File: config.mk
export PLATFORM = sky130hd
export DESIGN_NAME = div_ratio_detector
export DESIGN_NICKNAME = d
export VERILOG_FILES = /design/src/rtl/div_ratio_detector.sv
export SDC_FILE = /design/constraint.sdc
export NUM_CORES = 1
export LEC_CHECK = 0
export BUFFER_PORTS_ARGS = -buffer_cell sky130_fd_sc_hd__buf_2
export CORE_MARGIN = 10
export CORE_UTILIZATION = 40
export CTS_CLUSTER_DIAMETER = 150
export DETAILED_ROUTE_END_ITERATION = 6
export PLACE_DENSITY_LB_ADDON = 0.1
export SLEW_MARGIN = 30
export SYNTH_ARGS = -nofsm -noshare
export SYNTH_HDL_FRONTEND = slang
export SYNTH_SLANG_ARGS = --single-unit
File: constraint.sdc
create_clock -name clk -period 1.71 [get_ports clk]
set_clock_uncertainty 0.2 [all_clocks]
set_input_delay 0.0855 -clock clk [delete_from_list [all_inputs] [get_ports clk]]
set_output_delay 0.0855 -clock clk [all_outputs]
set_load 0.005 [all_outputs]
File: src/rtl/div_ratio_detector.sv
// Measures the period and high time of a divided clock in clk cycles.
// Ports: clk, rst (sync active-low), clk_in in; period, high_cnt, valid,
// duty50, locked, overflow out. See body for state machine behaviour.
module div_ratio_detector #(
    parameter int W = 7
) (
    input  logic         clk,
    input  logic         rst,
    input  logic         clk_in,
    output logic [W-1:0] period,
    output logic [W-1:0] high_cnt,
    output logic         valid,
    output logic         duty50,
    output logic         locked,
    output logic         overflow
);

    typedef enum logic [1:0] {
        IDLE,
        ARMED,
        MEASURE
    } state_t;

    localparam logic [W-1:0] CNT_MAX = {W{1'b1}};
    localparam logic [W-1:0] ONE     = {{(W-1){1'b0}}, 1'b1};
    localparam logic [W:0]   ONE_X   = {{W{1'b0}}, 1'b1};

    state_t state;
    state_t state_nx;

    logic s;
    logic s_d;
    // s holds its reset value (not a real sample) in the first cycle
    // after reset; primed keeps IDLE from arming on that stale zero so
    // a clk_in already high at release never produces a false rise.
    logic primed;
    logic rise;
    logic fall;

    logic [W-1:0] cnt;
    logic [W-1:0] cnt_nx;
    logic [W-1:0] hi;
    logic [W-1:0] hi_nx;
    logic [W-1:0] prev;
    logic [W-1:0] prev_nx;
    logic         seen;
    logic         seen_nx;

    logic [W-1:0] period_nx;
    logic [W-1:0] high_nx;
    logic         valid_nx;
    logic         duty_nx;
    logic         locked_nx;
    logic         ovf_nx;

    logic [W:0] twice;
    logic [W:0] cnt_x;
    logic       duty_hit;

    assign rise = s & ~s_d;
    assign fall = ~s & s_d;

    // 2*hi within one cycle of cnt, one bit wider so nothing wraps.
    assign twice    = {hi, 1'b0};
    assign cnt_x    = {1'b0, cnt};
    assign duty_hit = (twice == cnt_x)
                    | (twice == cnt_x + ONE_X)
                    | (twice + ONE_X == cnt_x);

    always_ff @(posedge clk) begin
        if (!rst) begin
            state    <= IDLE;
            s        <= 1'b0;
            s_d      <= 1'b0;
            primed   <= 1'b0;
            cnt      <= '0;
            hi       <= '0;
            prev     <= '0;
            seen     <= 1'b0;
            period   <= '0;
            high_cnt <= '0;
            valid    <= 1'b0;
            duty50   <= 1'b0;
            locked   <= 1'b0;
            overflow <= 1'b0;
        end else begin
            state    <= state_nx;
            s        <= clk_in;
            s_d      <= s;
            primed   <= 1'b1;
            cnt      <= cnt_nx;
            hi       <= hi_nx;
            prev     <= prev_nx;
            seen     <= seen_nx;
            period   <= period_nx;
            high_cnt <= high_nx;
            valid    <= valid_nx;
            duty50   <= duty_nx;
            locked   <= locked_nx;
            overflow <= ovf_nx;
        end
    end

    always_comb begin
        state_nx  = state;
        cnt_nx    = cnt;
        hi_nx     = hi;
        prev_nx   = prev;
        seen_nx   = seen;
        period_nx = period;
        high_nx   = high_cnt;
        valid_nx  = 1'b0;
        duty_nx   = duty50;
        locked_nx = locked;
        ovf_nx    = overflow;
        unique case (state)
            IDLE: begin
                if (primed && !s) begin
                    state_nx = ARMED;
                end
            end
            ARMED: begin
                if (rise) begin
                    state_nx = MEASURE;
                    cnt_nx   = ONE;
                    seen_nx  = 1'b0;
                end
            end
            MEASURE: begin
                if (rise) begin
                    period_nx = cnt;
                    high_nx   = hi;
                    valid_nx  = 1'b1;
                    duty_nx   = duty_hit;
                    locked_nx = seen && (cnt == prev);
                    prev_nx   = cnt;
                    seen_nx   = 1'b1;
                    cnt_nx    = ONE;
                end else if (cnt == CNT_MAX) begin
                    // Period too long to represent: drop it and rearm.
                    ovf_nx    = 1'b1;
                    locked_nx = 1'b0;
                    state_nx  = IDLE;
                end else begin
                    cnt_nx = cnt + ONE;
                    if (fall) begin
                        hi_nx = cnt;
                    end
                end
            end
            default: begin
                state_nx = IDLE;
            end
        endcase
    end

endmodule

==> results of run 1 <==
[what timing repair did]
action | in CTS | in global routing
buffers inserted | 0 | 0
hold endpoints to repair | 12 | 0
pin swaps | 1 | 2
endpoints found under the setup margin | 1 | 14
gates resized for setup | 0 | 10
hold buffers | 2 | 0
[power by group]
part	switching, mW	leakage (nW)	internal, mW
Sequential	0.00960	0.310	0.892
Clock	0.336	0.0504	0.434
Combinational	0.0466	0.650	0.0486
Total	0.392	1.01	1.37
[per-layer routing]
metal	wire length, µm	up-vias	track usage
met1	2130	707	0.148
li1	-	816	-
met4	52	0	0.0441
met2	1950	18	0.189
met5	0	-	0
met3	174	7	0.0346
[worst register-to-register path: stages, from the launching register on]
cell	delay (ns)
dfxtp_4	0.38
ha_4	0.15
nand4_4	0.06
buf_4	0.16
nor2_1	0.21
nor2_1	0.10
a22oi_1	0.19
nor2b_1	0.06
[area by class of cell]
cell class / count / area [µm²]
tap: 54 / 67.6
sequential: 38 / 769
inverter: 3 / 11.3
fill: 458 / 2340
clock inverter: 3 / 45.0
timing repair buffer: 43 / 290
clock buffer: 5 / 68.8
multi-input combinational: 163 / 1070
[kinds of logic (layout without fill, tap and decap cells)]
logic type	Yosys count	after routing	share of synthesized area
AOI/OAI and AO/OA	47	47	0.170
buffers and inverters	21	54	0.0573
and+or+nand+nor	91	91	0.250
xor gates and xnor gates	16	16	0.0738
muxes	8	8	0.0422
DFF	38	38	0.401
adders and majority gates	1	1	0.00659
[through the flow]
step | hold WS [ns] | power, mW | cells | setup TNS (ns)
global route | 0.271 | 1.84 | 309 | 0
detailed placement | 0.0967 | 1.01 | 299 | 0
finish | 0.257 | 1.77 | 309 | 0
CTS | 0.264 | 1.79 | 309 | 0
global placement | 0.0909 | 1.01 | 299 | 0
floorplan | -0.0868 | 0.983 | 222 | -0.205
[cell usage after synthesis (2+ instances only)]
master    number
nand2_1       39
dfxtp_1       38
a21boi_0      15
nor2b_1       12
nor2_1        10
buf_2          9
mux2i_1        8
o21ai_0        8
xnor2_1        8
xor2_1         8
a21oi_1        5
and2_1         5
clkbuf_1       5
a21boi_1       4
nor3_1         4
o21ai_1        4
buf_4          3
inv_1          3
nand3_1        3
a22oi_1        2
nand2b_1       2
nor3b_1        2
nor4_1         2
o21a_1         2
[worst paths after layout]
kind	slack (ns)	end	cells after the start
max	0.09	cnt[1]	7
min	0.26	locked	2
max reg2reg	0.09	cnt[1]	7
min reg2reg	0.26	locked	2
[sequential cells by signal (all words and copies together), names as in the netlist]
signal	cells
cnt	7
duty50	1
hi	7
high_cnt	7
locked	1
overflow	1
prev	7
primed	1
s	1
s_d	1
seen	1
state	2
valid	1
[placed cells by master (no fill, tap or decap), types with 2 or more instances in the layout]
| master | n |
|---|---|
| o21ai_0 | 7 |
| o21ai_1 | 5 |
| nand3_1 | 3 |
| nand2_1 | 38 |
| clkinvlp_4 | 2 |
| nand2_2 | 2 |
| buf_2 | 20 |
| xor2_1 | 8 |
| dfxtp_2 | 4 |
| nor3_1 | 4 |
| nor3b_1 | 2 |
| a22oi_1 | 2 |
| xnor2_1 | 7 |
| a21boi_1 | 4 |
| mux2i_1 | 8 |
| a21oi_1 | 5 |
| dlygate4sd3_1 | 2 |
| inv_1 | 3 |
| o21a_1 | 2 |
| clkbuf_8 | 5 |
| and2_1 | 5 |
| dfxtp_1 | 33 |
| nor2b_1 | 12 |
| nand2b_1 | 2 |
| a21boi_0 | 15 |
| buf_4 | 20 |
| nor4_1 | 2 |
| nor2_1 | 10 |
==> flow_summary.toml, run 1 <==
[status]
status = "finished clean"

[global_routing]
antenna_found_initial = 0
grt_start_max_net_pins = 27
grt_pass1_vias = 1531
grt_pass1_wl_um = 7390
grt_usage = 0.119
grt_overflow = 0

[setup_path]
crit_arrival_ns = 1.60
cpMaxStageDelayCell = "dfxtp_4"
endpoint_kind = "register"
crit_fanout = 4
crit_required_ns = 1.69
startpoint = "cnt[1]"
critPathTopFamily = "simple AND/OR/NAND/NOR gates"
path_buf_inv = 1
cp_slowest_stage_delay_ns = 0.38
crit_chain = "ha_4 > nand4_4 > buf_4 > nor2_1 > nor2_1 > a22oi_1 > nor2b_1"
critical_path_class = "reg -> reg"
cpMostUsedCell = "nor2_1"
timing.rr.start = "cnt[1]"
startpoint_type = "register"

[route]
drt-initial-drc-count = 117
ant_nets = 0
viasPerCell = 5.01
drcViolationCount = 0
num_vias = 1548
wl_um = 4310
dr.pass1.iters = 4
routedWlPerCell_um = 14.0

[yosys]
yosysWarnings = 0
synthCells = 222
synth_flop_cell = "dfxtp_1"
yosysTopAreaCell = "dfxtp_1"
synth_nets = 226
yosys-top-cells-area = "dfxtp_1 (40%), nand2_1 (7.7%), a21boi_0 (5.9%)"
synth_edf_count = 0
yosys_register_bits = 38
async_flop_share = 0
seq_area_frac_synth = 0.401
netlist_area_um2 = 1900
synth_top_cell_area_share = 0.401
syn_area_per_cell_um2 = 8.56
synth_cell_type_count = 45

[timing]
final_hold_viol_count = 0
setup_ws_ns = 0.0938
fmax_ghz = 0.619
fin_crit_ns = 1.62
rsz0062_at_grt = "false"
slew_headroom = 0.787
finalCritPeriodShare = 0.945
tightest_slew_ns = 0.318
slew_viol_final = 0
setup_viol = 0

[floorplan]
num_io_pins = 21
core_area_um2 = 4660
rows = 25
start_util = 0.408
fp.dieW_um = 88.9
die_area_um2 = 7900
die_y_um = 88.9

[clocking]
clk_latency_ns = 0.30
cts_root_buffer = "clkbuf_8"
cts_num_sinks = 38
numCtsBuffers = 5
cts_tree = "yes"
cts_max_path_buffers = 2
cts_max_level = 2
clk_pin_slew_ns = 0.08

[finish]
drive_above_1_share = 0.251
utilization = 0.499
final_area_um2 = 2320
nets = 258
antenna_cells = 0
syn_to_final_growth_pct = 22.4

[hold_path]
hold_start = "locked"
worstHoldPathType = "reg -> reg"

[placement]
place_worst_setup_slack_ns = 0.0180
gp_congestion = 0.779
io_buffer_count = 20
placed_area_um2 = 2160
post-dp-hpwl_um = 3220

[power_and_ir_drop]
ir_worst_vdd_uv = 427
power_density_nw_per_um2 = 760
p_leak_nw = 1.01

[run]
drv_cap = 0
Power figures use the tool's default switching activity.
==> run 2: changes to the inputs <==
BUFFER_PORTS_ARGS = not set   (was -buffer_cell sky130_fd_sc_hd__buf_2)
DONT_BUFFER_PORTS = 1   (was not set)
clock period = 2 ns   (was 1.71 ns; I/O delays follow)
==> run 2 against run 1 <==
Against the previous run:
- largest power group unchanged
- largest cell class unchanged
- fmax is 10% lower
- register-to-register slack better by 0.11 ns
- flip-flop and latch count stayed put
==> flow_summary.toml, run 2 (synthesis results as in run 1) <==
[clocking]
cts_max_path_buffers = 2
clk_pin_slew_ns = 0.07
post_cts_resized = 0
clk_latency_ns = 0.28
cts_setup_buffers = 0
ctsHoldBuffers = 2
numCtsBuffers = 5
cts_max_level = 2
cts_num_sinks = 38
cts_root_buffer = "clkbuf_8"
cts_tree = "yes"

[placement]
io_buffer_count = 0
post-dp-hpwl_um = 3180
gp_congestion = 0.847

[global_routing]
grt_pass1_wl_um = 7190
antenna_found_initial = 0
grt_usage = 0.118
grt_pass1_vias = 1423
grt_start_max_net_pins = 39
grt_overflow = 0

[route]
drcViolationCount = 0
routedWlPerCell_um = 15.4
dr.pass1.iters = 4
drt-initial-drc-count = 141
wl_um = 4320
viasPerCell = 5.32
num_vias = 1489
ant_nets = 0

[timing]
tightest_slew_ns = 0.521
fmax_ghz = 0.556
slew_viol_final = 0
final_hold_viol_count = 0
finalSetupTns_ns = 0
rsz0062_at_grt = "false"
finalCritPeriodShare = 0.899
fin_crit_ns = 1.80
setup_viol = 0
slew_headroom = 0.652

[run]
drv_cap = 0

[setup_path]
crit_fanout = 9
crit_arrival_ns = 1.77
startpoint_type = "register"
crit_required_ns = 1.97
reg2reg_depth = 4
critical_path_class = "reg -> reg"
endpoint_kind = "register"

[hold_path]
min_path_cells = 1
worstHoldPathType = "in -> reg"

[finish]
final_common_cell = "nand2_1"
syn_to_final_growth_pct = 8.37
mostFrequentLayoutCells = "nand2_1 (39), dfxtp_1 (38), a21boi_0 (15), buf_4 (13), nor2b_1 (12)"
nFillCells = 487
antenna_cells = 0
drive_above_1_share = 0.111
nets = 230

[power_and_ir_drop]
power_density_nw_per_um2 = 642
p_leak_nw = 0.796
p_total_mw = 1.32
ir_worst_vdd_uv = 217

[floorplan]
rows = 25
num_io_pins = 21
fp.dieW_um = 88.9
core_area_um2 = 4660
die_area_um2 = 7900
start_util = 0.408
die_y_um = 88.9

[status]
status = "finished clean"
run 2: path summary, 6_finish.rpt:
| path | end | startpoint | slack (ns) |
|---|---|---|---|
| setup / recovery | hi[3] | state[1] | 0.20 |
| hold / removal | primed | rst | 0.02 |
| hold reg to reg | locked | locked | 0.28 |
| setup reg to reg | hi[3] | state[1] | 0.20 |
run 2: final cells by class:
type	count	area, µm²	area share
Tap cell	54	67.6	0.0328
Multi-Input combinational cell	163	1030	0.500
Timing Repair Buffer	15	113	0.0547
Inverter	3	11.3	0.00547
Sequential cell	38	761	0.370
Clock buffer	7	76.3	0.0371
run 2: power breakdown:
| group | switching, mW | internal [mW] | total (mW) |
|---|---|---|---|
| clock | 0.244 | 0.240 | 0.484 |
| combinational | 0.0338 | 0.0297 | 0.0635 |
| sequential | 0.00987 | 0.764 | 0.774 |
| total | 0.288 | 1.03 | 1.32 |
run 2: worst max-delay path, cell delays in order (launching register included):
cell	delay [ns]
dfxtp_1	0.48
and2b_1	0.33
nand4b_2	0.34
mux2i_1	0.26
nor2b_1	0.07
run 2: stage by stage:
stage	hold WS, ns	util	instance area, µm²	setup WS, ns	cells
global route	0.0593	0.442	2060	0.0491	280
finish	0.0216	0.442	2060	0.202	280
detailed placement	-0.0697	0.422	1970	0.210	271
CTS	0.128	0.443	2060	0.179	280
floorplan	-0.0723	-	1900	0.219	222
global placement	-0.0699	0.422	1970	0.259	271
run 2: metal layers:
| metal | share of wire | GRT usage | up-vias |
|---|---|---|---|
| met5 | 0 | 0 | - |
| met4 | 0.013 | 0.0396 | 0 |
| met3 | 0.056 | 0.0410 | 5 |
| met2 | 0.48 | 0.190 | 29 |
| met1 | 0.45 | 0.144 | 699 |
| li1 | - | - | 756 |
==> run 3: changes to the inputs <==
CORE_UTILIZATION = 51   (was 40)
RECOVER_POWER = 100   (was not set)
==> run 3 against run 2 <==
Against the previous run:
- sequential power about the same
- largest cell class unchanged
- first-iteration DRC count down 9.2%
- clock power up 29%
- die area down 17%
- register-to-register slack about the same
- count of clock-buffer cells in the layout unchanged
- total power up 10%
- combinational power down 4.7%
- routed wire length down 4.0%
- via count up 0.47%
- flip-flop and latch count unchanged
- design area up 0.43%
==> flow_summary.toml, run 3 (synthesis results as in run 1) <==
[status]
status = "finished clean"

[floorplan]
rows = 22
die_y_um = 81.0
core_area_um2 = 3630
num_io_pins = 21
die_area_um2 = 6570
start_util = 0.523
fp.dieW_um = 81.0

[power_and_ir_drop]
p_total_mw = 1.46
p_clk_frac = 0.427
seq_power_share = 0.532
p_leak_nw = 0.792
p_switching_uw = 293
ir_worst_vdd_uv = 469
power_frac_comb = 0.041
p_int_mw = 1.17
swShare = 0.201
power_density_nw_per_um2 = 706

[clocking]
cts_num_sinks = 38
cts_setup_buffers = 0
cts_root_buffer = "clkbuf_8"
post_cts_resized = 0
cts_max_path_buffers = 2
cts_max_level = 2
ctsHoldBuffers = 2
numCtsBuffers = 5
clk_pin_slew_ns = 0.07
clk_latency_ns = 0.28
cts_tree = "yes"

[finish]
drive_above_1_share = 0.101
nets = 230
final_area_um2 = 2070
layout.cells.non_filler = 275
utilization = 0.569
syn_to_final_growth_pct = 8.83
final_common_cell = "nand2_1"
antenna_cells = 0
mostFrequentLayoutCells = "nand2_1 (39), dfxtp_1 (38), a21boi_0 (18), nor2b_1 (12), buf_4 (11)"
nFillCells = 360
multi_input_area_um2 = 1020
regArea_um2 = 761

[setup_path]
startpoint_type = "register"
crit_arrival_ns = 1.77
cpMaxStageDelayCell = "dfxtp_1"
endpoint_kind = "register"
crit_required_ns = 1.97
cp_slowest_stage_delay_ns = 0.48
critPathTopFamily = "simple AND/OR/NAND/NOR gates"
r2r_slack_ns = 0.20
path_buf_inv = 0
crit_chain = "and2b_1 > nand4b_2 > mux2i_1 > nor2b_1"
critical_path_class = "reg -> reg"
crit_fanout = 9

[global_routing]
antenna_found_initial = 0
grt_usage = 0.134
grt_overflow = 0
grt_pass1_wl_um = 7160
grt_start_max_net_pins = 39
grt_pass1_vias = 1392

[route]
ant_nets = 0
wl_um = 4140
num_vias = 1496
drcViolationCount = 0
routedWlPerCell_um = 15.1
viasPerCell = 5.44
dr.pass1.iters = 4
drt-initial-drc-count = 128

[timing]
setup_viol = 0
slew_viol_final = 0
finalSetupTns_ns = 0
fmax_ghz = 0.556
final_hold_viol_count = 0
setup_ws_ns = 0.203
slew_headroom = 0.178
tightest_slew_ns = 1.23
hold_ws_ns = 0.132
fin_crit_ns = 1.80
rsz0062_at_grt = "false"
finalCritPeriodShare = 0.899

[placement]
io_buffer_count = 0
place_worst_setup_slack_ns = 0.228
dp_cells = 265
gp_congestion = 0.911
placed_area_um2 = 1960
post-dp-hpwl_um = 3100

[hold_path]
worstHoldPathType = "in -> reg"

[run]
drv_cap = 0
[run 3: changes by cell type in the layout (fill, tap and decap cells not counted), sizes merged]
| cell | previous run | this run |
|---|---|---|
| buf | 14 | 11 |
| clkbuf | 7 | 10 |
| bufinv | 0 | 1 |
[run 3: final cells by class]
| type | instances | area share |
|---|---|---|
| multi-input cells | 163 | 0.495 |
| flip-flops and latches | 38 | 0.368 |
| repair buffers | 15 | 0.0508 |
| clock buffers | 7 | 0.0369 |
| well taps | 48 | 0.0291 |
| clock inverters | 1 | 0.0145 |
| inverters | 3 | 0.00545 |
[run 3: routing by layer]
metal,vias up,wire length [µm],track usage
met5,-,0,0
met4,0,30,0.0311
met3,6,211,0.0430
met2,30,2000,0.215
met1,710,1900,0.172
li1,750,-,-
[run 3: worst paths after layout]
path	start	to	cells past startpoint
max	state[1]	hi[1]	4
min	rst	duty50	4
max reg2reg	state[1]	hi[1]	4
min reg2reg	high_cnt[5]	high_cnt[5]	2
[run 3: power by group through the flow]
stage	Sequential [mW]	Clock, mW	Combinational (mW)
after floorplan	0.786	0	0.0526
after global placement	0.792	0	0.0489
after detailed placement	0.793	0	0.0499
after CTS	0.775	0.642	0.0628
after global routing	0.777	0.680	0.0675
final	0.775	0.623	0.0605
[run 3: tightest hold or removal path, stage by stage]
cell	delay, ns
o2111ai_1	0.07
nor2_1	0.10
and3_1	0.15
a32o_1	0.16
